<file path="src/rtl/keypad_pkg.sv">
// Shared definitions for the keypad digit entry path: FSM state encoding,
// BCD/key widths and the one-hot key decoder.
package keypad_pkg;

    localparam int BCD_W     = 4;
    localparam int KEY_COUNT = 10;

    localparam logic [1:0] ST_IDLE = 2'd0;
    localparam logic [1:0] ST_DEB  = 2'd1;
    localparam logic [1:0] ST_HELD = 2'd2;

    typedef enum logic [1:0] {
        S_IDLE = ST_IDLE,
        S_DEB  = ST_DEB,
        S_HELD = ST_HELD
    } state_t;

    // Returns {valid, code}. Valid only when exactly one key line is high;
    // code is the index of the highest active line.
    function automatic logic [BCD_W:0] onehot_to_bcd(input logic [KEY_COUNT-1:0] keys);
        logic [BCD_W-1:0] code;
        int unsigned      ones;
        code = '0;
        ones = 0;
        for (int k = 0; k < KEY_COUNT; k++) begin
            if (keys[k]) begin
                ones = ones + 1;
                code = BCD_W'(k);
            end
        end
        return {(ones == 1), code};
    endfunction

endpackage

</file>
<file path="src/rtl/keypad_digit_entry_clk_divider.sv">
// Free-running divider producing a 50% duty clock of DIV_RATIO input cycles.
module clk_divider #(
    parameter int DIV_RATIO = 100
) (
    input  logic clk,
    input  logic rst_n,
    output logic clk_out
);

    localparam int CNT_W = (DIV_RATIO > 2) ? $clog2(DIV_RATIO) : 1;

    logic [CNT_W-1:0] count;
    logic             wrap;
    logic             toggle;

    assign wrap   = (count == CNT_W'(DIV_RATIO - 1));
    assign toggle = wrap || (count == CNT_W'(DIV_RATIO / 2 - 1));

    // Counter wraps every DIV_RATIO cycles; output flips at half and full period.
    always_ff @(posedge clk or negedge rst_n) begin
        if (!rst_n) begin
            count   <= '0;
            clk_out <= 1'b0;
        end else begin
            count <= wrap ? '0 : count + CNT_W'(1);
            if (toggle) begin
                clk_out <= ~clk_out;
            end
        end
    end

endmodule

</file>
<file path="src/rtl/keypad_digit_entry.sv">
// Keypad digit entry: debounces a one-hot decimal keypad, accepts one digit
// per distinct press and shifts it into a BCD entry register.
// Optional feature macro: ENTRY_CLEAR_KEY_EN adds the synchronous CLR_KEY input.
//
// state | meaning
// IDLE  | waiting for a single valid key with entry enabled
// DEB   | same key seen deb_cnt consecutive samples
// HELD  | digit accepted, waiting for full release
module keypad_digit_entry
    import keypad_pkg::*;
#(
    parameter int NUM_DIGITS = 4,
    parameter int DEB_CYCLES = 3,
    parameter int DIV_RATIO  = 100
) (
    input  logic                    CLK_100HZ,
    input  logic                    CLR_N,
    input  logic [KEY_COUNT-1:0]    KPAD,
    input  logic                    EN_N,
`ifdef ENTRY_CLEAR_KEY_EN
    input  logic                    CLR_KEY,
`endif
    output logic [BCD_W-1:0]        D,
    output logic [4*NUM_DIGITS-1:0] DIGITS,
    output logic                    LOAD_N,
    output logic                    KEY_ERR,
    output logic                    CLK_1HZ
);

    localparam int DW  = 4 * NUM_DIGITS;
    localparam int DCW = (DEB_CYCLES < 2) ? 1 : $clog2(DEB_CYCLES + 1);

    state_t           state, next_state;
    logic [BCD_W-1:0] code_q, next_code;
    logic [DCW-1:0]   deb_cnt, next_cnt;
    logic             accept;
    logic             key_valid;
    logic             key_any;
    logic [BCD_W-1:0] key_code;
    logic             clr_entry;
    logic [DW+3:0]    shift_wide;

    assign {key_valid, key_code} = onehot_to_bcd(KPAD);
    assign key_any    = |KPAD;
    assign shift_wide = {DIGITS, key_code};

`ifdef ENTRY_CLEAR_KEY_EN
    assign clr_entry = CLR_KEY;
`else
    assign clr_entry = 1'b0;
`endif

    // FSM and debounce registers.
    always_ff @(posedge CLK_100HZ or negedge CLR_N) begin
        if (!CLR_N) begin
            state   <= S_IDLE;
            code_q  <= '0;
            deb_cnt <= '0;
        end else begin
            state   <= next_state;
            code_q  <= next_code;
            deb_cnt <= next_cnt;
        end
    end

    // Next-state logic; accept fires on the transition into HELD.
    always_comb begin
        next_state = state;
        next_code  = code_q;
        next_cnt   = deb_cnt;
        accept     = 1'b0;
        case (state)
            S_IDLE: begin
                if (key_valid && !EN_N) begin
                    next_code = key_code;
                    if (DEB_CYCLES == 1) begin
                        next_state = S_HELD;
                        accept     = 1'b1;
                    end else begin
                        next_state = S_DEB;
                        next_cnt   = DCW'(1);
                    end
                end
            end
            S_DEB: begin
                if (!EN_N && key_valid && (key_code == code_q)) begin
                    if (deb_cnt == DCW'(DEB_CYCLES - 1)) begin
                        next_state = S_HELD;
                        accept     = 1'b1;
                    end else begin
                        next_cnt = deb_cnt + DCW'(1);
                    end
                end else begin
                    next_state = S_IDLE;
                end
            end
            S_HELD: begin
                if (EN_N || !key_any) begin
                    next_state = S_IDLE;
                end
            end
            default: next_state = S_IDLE;
        endcase
    end

    // Entry register, last digit and load strobe; a clear beats a same-cycle accept.
    always_ff @(posedge CLK_100HZ or negedge CLR_N) begin
        if (!CLR_N) begin
            D      <= '0;
            DIGITS <= '0;
            LOAD_N <= 1'b1;
        end else if (clr_entry) begin
            D      <= '0;
            DIGITS <= '0;
            LOAD_N <= 1'b1;
        end else if (accept) begin
            D      <= key_code;
            DIGITS <= shift_wide[DW-1:0];
            LOAD_N <= 1'b0;
        end else begin
            LOAD_N <= 1'b1;
        end
    end

    // Multi-key flag, independent of entry enable.
    always_ff @(posedge CLK_100HZ or negedge CLR_N) begin
        if (!CLR_N) begin
            KEY_ERR <= 1'b0;
        end else begin
            KEY_ERR <= key_any && !key_valid;
        end
    end

    clk_divider #(
        .DIV_RATIO(DIV_RATIO)
    ) u_div (
        .clk    (CLK_100HZ),
        .rst_n  (CLR_N),
        .clk_out(CLK_1HZ)
    );

endmodule
</file>
<file path="config.mk">
export PLATFORM = sky130hd
export DESIGN_NAME = keypad_digit_entry
export DESIGN_NICKNAME = d
export VERILOG_FILES = /design/src/rtl/keypad_pkg.sv /design/src/rtl/keypad_digit_entry_clk_divider.sv /design/src/rtl/keypad_digit_entry.sv
export SDC_FILE = /design/constraint.sdc
export NUM_CORES = 1
export LEC_CHECK = 0
export CELL_PAD_IN_SITES_DETAIL_PLACEMENT = 1
export CELL_PAD_IN_SITES_GLOBAL_PLACEMENT = 2
export CORE_UTILIZATION = 36
export DETAILED_ROUTE_END_ITERATION = 7
export PLACE_DENSITY_LB_ADDON = 0.3
export SLEW_MARGIN = 20
export SYNTH_ARGS = -nofsm -noshare
export SYNTH_HDL_FRONTEND = slang
export SYNTH_SLANG_ARGS = --single-unit
</file>
<file path="constraint.sdc">
create_clock -name CLK_100HZ -period 2.6 [get_ports CLK_100HZ]
set_input_delay 0.52 -clock CLK_100HZ [delete_from_list [all_inputs] [get_ports CLK_100HZ]]
set_output_delay 0.52 -clock CLK_100HZ [all_outputs]
set_load 0.1 [all_outputs]
</file>
==> reports/metrics.cfg, run 1 <==
[global_route]
grt_pass1_wl_um=12600
grt_usage_pct=21.8
grt_pass1_vias=2490
grt_max_degree=35
grt_overflow_total=0
antenna_found_initial=0

[sta]
skew_ns=0.0130
tightest_slew_ns=0.491
slew_violations=0
hold_violations=0
rsz0062_at_grt=true
timing.final.crit_share_pct=225
max_slew_margin_pct=67.0
fin_ws_ns=-3.25
layout_min_cycle_time_ns=5.85
clock.fmax_mhz=171
setup_viol=26

[worst_setup_path]
r2r_slack_ns=0.51
r2r-start=state[1]
endpoint_kind=register
worst_path_most_repeated_cell=ha_4
critical_path.max_stage_delay_ns=0.31
path_class=in -> reg
start_kind=input pin
crit_fanout=5
reg2reg_to=DIGITS[3]
crit_required_ns=2.77
arrival_ns=6.02
rr_worst_depth=6
crit_slowest_cell=ha_1

[floorplan]
die-area_um2=7430
std_cell_rows=30
ios=36
core_um2=6830
die_h_um=86.2
die_w_um=86.2
start_util_pct=37.3

[routing]
antenna_left=0
vias=2350
dr.first_iter.drc_count=69
post_drt_wl_per_cell_um=17.6
drc=0
vias_per_cell=5.08
wl_um=8130
first_pass_iters=4

[synthesis]
syn_nets=267
avgSynthCellArea_um2=10.5
synth_edf_count=0
yosys_warnings=0
synthTopCellsByCount=dfrtp_1 (33), xnor2_1 (15), nand2_1 (14)
syn_area_um2=2550
synth.distinct_cells=64
yosysTopAreaCell=dfrtp_1
synth_area_leaders=dfrtp_1 (32%), ha_1 (5.9%), mux2_4 (5.3%)
synth_seq_cells=34
postSynth.asyncResetShare_pct=100
synth-main-ff-cell=dfrtp_1
synth.most_common_cell=dfrtp_1
netlist.area_leader.share_pct=32.4
netlist_instances=242
yosysSeqAreaShare_pct=33.4

[power]
power_w=0.00266
leakagePower_nw=1.86
powerDensity_nw_per_um2=666
irDropWorstVdd_v=0.000297

[clocking]
root_buffer=clkbuf_8
cts_buffer_depth=2
insertion_delay_ns=0.29
cts_tree=done
cts_buffers=5
clk_transition_reported_paths_ns=0.07
cts.sinks=34
postCtsHoldBufs=0
cts_max_level=2

[cells_and_area]
fin_cells=463
antenna_cells=0
regArea_um2=852
syn_to_final_growth_pct=56.4
final_area_um2=3990
n_fill_cell=765
drive_gt1_share_pct=53.4
nNetsFinal=391
multi_input_area_um2=1820

[run]
cap_violations=0

[min_path]
hold_class=reg -> reg
hold_end=u_div.clk_out
holdPathStages=1
worstHoldStart=u_div.clk_out

[place]
hpwl_um=5300
io_buffers=35
gp_congestion=0.766
postPlaceCellArea_um2=3500
pre_cts_ws_ns=-4.21
dp.cells=434

[run_status]
violations=setup timing
outcome=complete, but fails checks

==> cells in the final DEF (no fill, tap or decap), types with 3 or more instances in the layout <==
cell type	instances
buf_4	111
dfrtp_1	33
mux2_4	19
xnor2_1	14
nor2_1	12
nand2_1	11
nand3_1	11
clkdlybuf4s50_1	9
inv_1	8
ha_4	7
xor2_1	6
clkbuf_8	6
buf_6	6
a21oi_1	5
nor3_1	5
a31oi_1	5
inv_2	4
ha_1	4
nor4_1	3
nand4_1	3
nand2b_1	3
o21ai_0	3
nor2b_1	3
==> final cells by class <==
type / count / area share [%]
clock buffer: 7 / 2.16
timing repair buffer: 130 / 26.5
sequential: 34 / 21.4
tap: 96 / 3.01
multi-input combinational: 183 / 45.7
inverter: 12 / 1.13
clock inverter: 1 / 0.125
==> cells by family (layout without fill, tap and decap cells) <==
logic type / count (synthesis) / after routing / synth area share, %
adder cells (fa/ha/maj): 12 / 12 / 5.89
AO/OA/AOI/OAI: 43 / 43 / 13.1
flip-flops: 34 / 34 / 33.4
XOR/XNOR: 28 / 28 / 12.8
AND/OR/NAND/NOR: 77 / 77 / 17.0
buffers and inverters: 25 / 150 / 6.38
multiplexers: 23 / 23 / 11.4
==> worst max path at each step <==
stage / slack [ns] / end / from / depth (start not counted)
finish: -3.25 / deb_cnt[1] / KPAD[1] / 33
global route: -3.43 / code_q[2] / KPAD[1] / 33
CTS: -3.24 / DIGITS[3] / KPAD[1] / 32
detailed placement: -4.21 / state[0] / KPAD[1] / 34
global placement: -4.02 / state[0] / KPAD[1] / 34
floorplan: -3.59 / DIGITS[3] / KPAD[0] / 32
==> where the power goes <==
group	switching, W	leakage [nW]	internal (W)
Clock	0.000193	0.0482	0.000214
Combinational	0.000775	1.37	0.000850
Sequential	0.0000424	0.440	0.000583
==> timing repair <==
| action | CTS | global route |
|---|---|---|
| buffers inserted | 11 | 9 |
| hold endpoints to repair | 0 | 0 |
| pin swaps | 20 | 14 |
| gates cloned | 1 | 0 |
| gates resized for setup | 46 | 14 |
| endpoints found under the setup margin | 26 | 26 |
==> through the flow <==
step                hold slack [ns]  setup TNS (ns)  utilization, %
floorplan                     0.224          -89.76               -
global placement              0.468         -102.91            51.3
detailed placement            0.466         -107.46            51.3
CTS                           0.487          -82.27            56.4
global route                  0.507          -87.63            58.4
finish                        0.480          -83.10            58.4
==> worst max-delay path, delay by kind of cell <==
kind | cells | cell delay, ns
adders and majority gates | 8 | 1.87
muxes | 1 | 0.27
buffers and inverters | 5 | 0.44
and+or+nand+nor | 7 | 0.83
xor gates and xnor gates | 2 | 0.26
AOI/OAI and AO/OA | 10 | 1.85
==> layer usage <==
layer	vias up	track usage, %	share of wire (%)
met5	-	0	0
met4	0	4.09	1.5
met3	14	3.33	2.3
li1	1127	-	-
met1	1170	27.3	43
met2	39	40.0	53
==> sequential cells by signal, indices dropped and copies added, names as in the netlist <==
signal / flops
u_div.clk_out: 1
LOAD_N: 1
DIGITS: 13
KEY_ERR: 1
deb_cnt: 2
code_q: 4
u_div.count: 7
D: 3
state: 2
Power figures use the tool's default switching activity.
==> run 2, diff against run 1 <==
CAP_MARGIN = 40   (was unset)
==> results of run 2 <==
No change in the layout: final DEF, timing and power equal those of run 1.
